===== config.mk =====
export PLATFORM = sky130hd
export DESIGN_NAME = hilo_unit
export DESIGN_NICKNAME = d
export VERILOG_FILES = /design/src/rtl/hilo_pkg.sv /design/src/rtl/hilo_div_core.sv /design/src/rtl/hilo_unit.sv
export SDC_FILE = /design/constraint.sdc
export NUM_CORES = 1
export LEC_CHECK = 0
export CORE_MARGIN = 2
export CORE_UTILIZATION = 50
export DETAILED_ROUTE_END_ITERATION = 12
export PLACE_DENSITY = 0.78
export SYNTH_ARGS = -nofsm -noshare
export SYNTH_HDL_FRONTEND = slang
export SYNTH_SLANG_ARGS = --single-unit

===== constraint.sdc =====
create_clock -name clk -period 3.3 [get_ports clk]
set_clock_uncertainty 0.2 [all_clocks]
set_input_delay 0.99 -clock clk [delete_from_list [all_inputs] [get_ports clk]]
set_output_delay 0.99 -clock clk [all_outputs]
set_load 0.02 [all_outputs]

===== src/rtl/hilo_pkg.sv =====
// Shared definitions for the HI/LO register unit: divider FSM encoding,
// counter sizing and reset value.
package hilo_pkg;

    typedef enum logic [1:0] {
        ST_IDLE = 2'd0,
        ST_CALC = 2'd1,
        ST_FIX  = 2'd2
    } hilo_state_e;

    localparam logic HILO_RST_BIT = 1'b0;

    // Counter must hold the value WIDTH itself.
    function automatic int unsigned hilo_cnt_w(input int unsigned width);
        return $clog2(width + 1);
    endfunction

endpackage


===== src/rtl/hilo_div_core.sv =====
// Iterative restoring divider datapath: operand latch, one quotient bit per
// step, and sign/special-case correction presented combinationally for FIX.
module hilo_div_core
    import hilo_pkg::*;
#(
    parameter int unsigned WIDTH = 32
) (
    input  logic             clk,
    input  logic             rst,
    input  logic             load_i,
    input  logic             step_i,
    input  logic             signed_i,
    input  logic [WIDTH-1:0] a_i,
    input  logic [WIDTH-1:0] b_i,
    output logic [WIDTH-1:0] quot_o,
    output logic [WIDTH-1:0] rem_o,
    output logic             last_c
);

    localparam int unsigned CNT_W = hilo_cnt_w(WIDTH);

    logic [WIDTH-1:0] a_raw_q, a_raw_d;
    logic [WIDTH-1:0] b_q, b_d;
    logic [WIDTH-1:0] quot_q, quot_d;
    logic [WIDTH:0]   rem_q, rem_d;
    logic [CNT_W-1:0] cnt_q, cnt_d;
    logic             qneg_q, qneg_d;
    logic             rneg_q, rneg_d;
    logic             bzero_q, bzero_d;
    logic             ovf_q, ovf_d;

    logic             a_neg, b_neg;
    logic [WIDTH-1:0] a_mag, b_mag;
    logic [WIDTH:0]   shifted, trial;

    always_comb begin
        a_raw_d = a_raw_q;
        b_d     = b_q;
        quot_d  = quot_q;
        rem_d   = rem_q;
        cnt_d   = cnt_q;
        qneg_d  = qneg_q;
        rneg_d  = rneg_q;
        bzero_d = bzero_q;
        ovf_d   = ovf_q;

        a_neg   = signed_i & a_i[WIDTH-1];
        b_neg   = signed_i & b_i[WIDTH-1];
        a_mag   = a_neg ? (~a_i + WIDTH'(1)) : a_i;
        b_mag   = b_neg ? (~b_i + WIDTH'(1)) : b_i;
        shifted = {rem_q[WIDTH-1:0], quot_q[WIDTH-1]};
        trial   = shifted - {1'b0, b_q};

        if (load_i) begin
            a_raw_d = a_i;
            b_d     = b_mag;
            quot_d  = a_mag;
            rem_d   = '0;
            cnt_d   = CNT_W'(WIDTH);
            qneg_d  = a_neg ^ b_neg;
            rneg_d  = a_neg;
            bzero_d = (b_i == '0);
            ovf_d   = signed_i && (a_i == {1'b1, {(WIDTH-1){1'b0}}}) && (b_i == '1);
        end else if (step_i) begin
            // Restore (keep the shifted value) when the trial subtraction goes negative.
            if (!trial[WIDTH]) begin
                rem_d  = trial;
                quot_d = {quot_q[WIDTH-2:0], 1'b1};
            end else begin
                rem_d  = shifted;
                quot_d = {quot_q[WIDTH-2:0], 1'b0};
            end
            cnt_d = cnt_q - CNT_W'(1);
        end
    end

    always_ff @(posedge clk or negedge rst) begin
        if (!rst) begin
            a_raw_q <= '0;
            b_q     <= '0;
            quot_q  <= '0;
            rem_q   <= '0;
            cnt_q   <= '0;
            qneg_q  <= HILO_RST_BIT;
            rneg_q  <= HILO_RST_BIT;
            bzero_q <= HILO_RST_BIT;
            ovf_q   <= HILO_RST_BIT;
        end else begin
            a_raw_q <= a_raw_d;
            b_q     <= b_d;
            quot_q  <= quot_d;
            rem_q   <= rem_d;
            cnt_q   <= cnt_d;
            qneg_q  <= qneg_d;
            rneg_q  <= rneg_d;
            bzero_q <= bzero_d;
            ovf_q   <= ovf_d;
        end
    end

    // Final results; divide-by-zero reports the raw dividend in the remainder.
    always_comb begin
        last_c = (cnt_q == CNT_W'(1));
        if (bzero_q) begin
            quot_o = '1;
            rem_o  = a_raw_q;
        end else if (ovf_q) begin
            quot_o = {1'b1, {(WIDTH-1){1'b0}}};
            rem_o  = '0;
        end else begin
            quot_o = qneg_q ? (~quot_q + WIDTH'(1)) : quot_q;
            rem_o  = WIDTH'(rneg_q ? (~rem_q + (WIDTH+1)'(1)) : rem_q);
        end
    end

endmodule


===== src/rtl/hilo_unit.sv =====
// HI/LO register pair with per-half direct writes and an iterative divider.
// Optional MADD/MSUB accumulate path enabled by defining HILO_MADD_EN.
module hilo_unit
    import hilo_pkg::*;
#(
    parameter int unsigned WIDTH = 32
) (
    input  logic             clk,
    input  logic             rst,
    input  logic             hi_we,
    input  logic             lo_we,
    input  logic [WIDTH-1:0] hi_i,
    input  logic [WIDTH-1:0] lo_i,
    input  logic             div_start,
    input  logic             div_signed,
    input  logic [WIDTH-1:0] div_a,
    input  logic [WIDTH-1:0] div_b,
    input  logic             div_cancel,
`ifdef HILO_MADD_EN
    input  logic             acc_we,
    input  logic             acc_sub,
    input  logic [WIDTH-1:0] acc_hi,
    input  logic [WIDTH-1:0] acc_lo,
`endif
    output logic             div_busy,
    output logic             div_done,
    output logic [WIDTH-1:0] hi_o,
    output logic [WIDTH-1:0] lo_o
);

    hilo_state_e      state_q, state_d;
    logic             busy_q, busy_d;
    logic [WIDTH-1:0] hi_q, hi_d;
    logic [WIDTH-1:0] lo_q, lo_d;

    logic             accept_c;
    logic             step_c;
    logic             div_wr_c;
    logic             last_c;
    logic [WIDTH-1:0] quot_c, rem_c;

    assign accept_c = (state_q == ST_IDLE) && div_start && !div_cancel;
    assign step_c   = (state_q == ST_CALC) && !div_cancel;

    hilo_div_core #(.WIDTH(WIDTH)) u_div_core (
        .clk      (clk),
        .rst      (rst),
        .load_i   (accept_c),
        .step_i   (step_c),
        .signed_i (div_signed),
        .a_i      (div_a),
        .b_i      (div_b),
        .quot_o   (quot_c),
        .rem_o    (rem_c),
        .last_c   (last_c)
    );

    // Divider sequencing; cancel in CALC/FIX drops the divide without writing.
    always_comb begin
        state_d  = state_q;
        div_wr_c = 1'b0;
        unique case (state_q)
            ST_IDLE: if (accept_c) state_d = ST_CALC;
            ST_CALC: begin
                if (div_cancel)  state_d = ST_IDLE;
                else if (last_c) state_d = ST_FIX;
            end
            ST_FIX: begin
                state_d  = ST_IDLE;
                div_wr_c = !div_cancel;
            end
            default: state_d = ST_IDLE;
        endcase
        busy_d = (state_d != ST_IDLE);
    end

`ifdef HILO_MADD_EN
    logic                 acc_en_c;
    logic [2*WIDTH-1:0]   acc_sum_c;
    assign acc_en_c  = acc_we && !busy_q;
    assign acc_sum_c = acc_sub ? ({hi_q, lo_q} - {acc_hi, acc_lo})
                               : ({hi_q, lo_q} + {acc_hi, acc_lo});
`endif

    // Later assignments win: direct write > divide result > accumulate.
    always_comb begin
        hi_d = hi_q;
        lo_d = lo_q;
`ifdef HILO_MADD_EN
        if (acc_en_c) begin
            hi_d = acc_sum_c[2*WIDTH-1:WIDTH];
            lo_d = acc_sum_c[WIDTH-1:0];
        end
`endif
        if (div_wr_c) begin
            hi_d = rem_c;
            lo_d = quot_c;
        end
        if (hi_we) hi_d = hi_i;
        if (lo_we) lo_d = lo_i;
    end

    always_ff @(posedge clk or negedge rst) begin
        if (!rst) begin
            state_q <= ST_IDLE;
            busy_q  <= HILO_RST_BIT;
            hi_q    <= '0;
            lo_q    <= '0;
        end else begin
            state_q <= state_d;
            busy_q  <= busy_d;
            hi_q    <= hi_d;
            lo_q    <= lo_d;
        end
    end

    assign div_busy = busy_q;
    assign div_done = (state_q == ST_FIX) && !div_cancel;
    assign hi_o     = hi_q;
    assign lo_o     = lo_q;

endmodule

==> results <==
-- layer usage --
metal	global-route usage, %	up-vias
met2	48.7	653
met3	3.06	145
met4	11.2	0
met1	40.8	6636
met5	0	-
li1	-	6417
-- power groups by stage --
stage | registers, mW | clock network (mW) | logic, mW
after global routing | 3.86 | 2.96 | 8.62
after CTS | 3.73 | 2.86 | 7.19
final | 3.79 | 2.83 | 7.99
after floorplan | 3.72 | 0 | 4.57
after detailed placement | 3.77 | 0 | 6.90
after global placement | 3.74 | 0 | 6.72
-- registers in the layout, summed over array words and instances (netlist names) --
| register | count |
|---|---|
| hi_o | 32 |
| div_busy | 1 |
| state_q | 2 |
| lo_o | 32 |
| u_div_core.qneg_q | 1 |
| u_div_core.rem_q | 32 |
| u_div_core.b_q | 32 |
| u_div_core.cnt_q | 6 |
| u_div_core.rneg_q | 1 |
| u_div_core.ovf_q | 1 |
| u_div_core.quot_q | 32 |
| u_div_core.bzero_q | 1 |
| u_div_core.a_raw_q | 32 |
-- cells by family after synthesis --
family	Yosys count
AND/OR/NAND/NOR	554
AO/OA/AOI/OAI	496
flip-flops	205
buffers and inverters	160
XOR/XNOR	146
adder cells (fa/ha/maj)	40
multiplexers	31
-- worst max-delay path, cell delays in order, from the launching register on --
cell,delay (ns)
dfrtp_1,0.42
ha_4,0.20
fa_2,0.36
nor2b_2,0.14
o31a_1,0.17
and4_4,0.23
o21ai_2,0.07
a21oi_2,0.17
buf_4,0.15
o221ai_4,0.12
xnor2_4,0.35
buf_6,0.15
clkbuf_16,0.14
mux2i_1,0.23
o21ai_1,0.09
-- synth_stat cells (3+ instances only) --
master | count | area, um2
o21ai_0 | 219 | 1100
o31ai_1 | 25 | 188
a221oi_1 | 26 | 228
nor4_2 | 4 | 50.1
inv_1 | 62 | 233
a21o_1 | 8 | 60.1
o311ai_0 | 6 | 52.6
a31o_2 | 3 | 26.3
nand4_1 | 15 | 93.8
nand3b_1 | 6 | 45.0
nand3_1 | 20 | 100
clkbuf_1 | 88 | 330
nand2_1 | 286 | 1070
or2_2 | 5 | 31.3
o21bai_1 | 3 | 22.5
a21oi_1 | 60 | 300
o21ai_1 | 20 | 100
a211o_1 | 4 | 35.0
xor2_1 | 71 | 622
nor3_1 | 24 | 120
ha_1 | 39 | 488
buf_2 | 3 | 15.0
dfrtp_1 | 205 | 5130
nor2b_1 | 6 | 37.5
nand2b_1 | 9 | 56.3
xnor2_1 | 74 | 648
and2_1 | 9 | 56.3
a221o_1 | 25 | 250
and3_1 | 5 | 31.3
o22ai_1 | 15 | 93.8
a31oi_1 | 11 | 68.8
buf_1 | 5 | 18.8
and4_1 | 4 | 35.0
or3_1 | 7 | 43.8
nor4_1 | 13 | 81.3
or4_1 | 10 | 75.1
nor2_1 | 118 | 443
o41ai_1 | 15 | 131
o211ai_1 | 26 | 195
o21a_1 | 7 | 52.6
mux2i_1 | 31 | 310
-- final timing paths --
path | start | end | slack (ns) | cells past startpoint
worst max-delay path | u_div_core.b_q[0] | u_div_core.rem_q[9] | -0.03 | 14
worst min-delay path | rst | lo_o[7] | 0.27 | 1
worst max register to register | u_div_core.b_q[0] | u_div_core.rem_q[9] | -0.03 | 14
worst min register to register | u_div_core.b_q[5] | u_div_core.b_q[5] | 0.28 | 2
max in group asynchronous | rst | u_div_core.rem_q[17] | 1.95 | 2
min in group clk | u_div_core.b_q[5] | u_div_core.b_q[5] | 0.28 | 2
-- cell type report --
cell class                      count  area share (%)
Clock inverter                     11           0.752
Inverter                           62            1.27
Clock buffer                       33            3.86
Multi-Input combinational cell   1267            44.3
Antenna cell                        1          0.0137
Sequential cell                   205            28.0
Timing Repair Buffer              382            19.4
Tap cell                          341            2.33
-- repair_timing --
item                                    4_1_cts  5_1_grt
hold buffers                                  0        0
gates resized for setup                      19       77
cloned                                        1        2
pin swaps                                     5       25
buffers inserted                              3       11
endpoints found under the setup margin       33       59
endpoints found under the hold margin         0        0
==> impl_results.md <==
- Run status: finished, violations left
- Failing checks: negative setup slack
- WL met2: 20700 um
- Fin util: 68.5%
- Sw Ratio: 40.9%
- Mapped Area: 0.0135 mm2
- MaxCap Viol Count: 0
- Seq/Total Area, Yosys: 38.1%
- Synth Area per Inst: 8.26 um2
- M1 wire length: 18400 um
- CP Launch Type: register
- Overflow after GRT: 0
- 1st-iter DRT viols: 1447
- Final setup vio count: 6
- Crit-path max FO: 5
- Gate power share: 54.7%
- Final Max Tran Viols: 0
- Total number of placement rows: 60
- CP Capture Type: register
- Fin crit share: 101%
- Worst Tran Pin Value: 0.878 ns
- WHS: 0.274 ns
- H-tree levels: 1
- Vias in the first global route: 13000
- P_leak: 7.90 nW
- Seq pwr share: 26.0%
- Post-synthesis mux area share: 2.30%
- Worst hold path type: in2async
- Clock network power share: 19.3%
- Largest net degree at the start of global routing: 92
- EDFF count, synth: 0
- Worst setup margin: -0.0336 ns
- P per Cell Area: 798 mW/mm2
- Register area: 0.00513 mm2
- Initial Utilization: 50.4%
- Max Used Layer: met4
- Syn. warnings: 0
- DIE AREA: 0.0283 mm2
- Post-Route Setup TNS: -0.0742 ns
- RSZ-0062 raised after global routing: yes
- Dpl cells: 2242
- Wirelength, routed: 44300 um
- CTS tree: yes
- Fmax: 300 MHz
- Port Buffers: 200
- Adder-cell share of the synthesized area: 3.77%
- Num CTS Buffers: 24
- Initial antenna violation count: 1
- Ports: 201
- Number of fillers in the final layout: 2137
- Pint: 8.64 mW
- Slew margin rel.: 41.5%
- Synthesis-to-layout area growth: 35.7%
- Core ar.: 0.0267 mm2
- Fraction of layout cells with a size suffix above 1: 15.5%
- WS Path Type: reg2reg
- Arrival time worst endpoint: 3.52 ns
- Commonest non-fill, non-tap cells in the layout: 286 x nand2_1, 209 x o21ai_0, 205 x dfrtp_1, 192 x clkdlybuf4s50_1, 167 x buf_4
- Main synth FF type: dfrtp_1
- Final Non-Filler Cells: 2302
- Footprint of the multi-input gates: 0.00811 mm2
- Max clock buf depth: 3
- VDD IR max: 0.513 mV
- Drt drc: 0
- Switch Pwr: 5.97 mW
- Worst EP required: 3.49 ns
- WL met3: 3210 um
- Most common cell after layout, fill and taps aside: nand2_1
- Overall power: 14.6 mW
- Post-synthesis compound-gate area fraction: 23.2%
- CTS root buffer: clkbuf_16
- Largest family of logic cells by synthesized area: compound AO/OA/AOI/OAI gates
- Setup WS pre-CTS: -0.641 ns
- Clk slew on worst S/H paths: 0.06 ns
- Global Route Usage Sum: 29.6%
- Final hold vios: 0
- Placed cell area: 0.0169 mm2
- Post-synth ARST share: 100%
- Post-detail-place hpwl: 31800 um
- XOR/XNOR share of the synthesized area: 9.63%
- Post-route cell area: 0.0183 mm2
- DR vias: 13900
- Nets: 2117
- WL/cell: 19.3 um
- Final Critical Period: 3.33 ns
- Post-route antenna net violation count: 0
- Syn_nets: 1807
- Via density per instance: 6.02
- Routability congestion estimate: 0.955
- #FFs+latches synth: 205
- Synth cell types: 70
- Synth Area in Simple Gates: 18.5%
- Chip width: 168 um
- Worst-Skew Late Latency: 0.52 ns
- Syn Inst Count: 1632
- Global-route wire length before repair: 68500 um
- Clock Sinks: 205
- Die H: 168 um
- Initial DRT Pass Iterations: 6
Note: power is estimated with default switching activity, not from simulation.
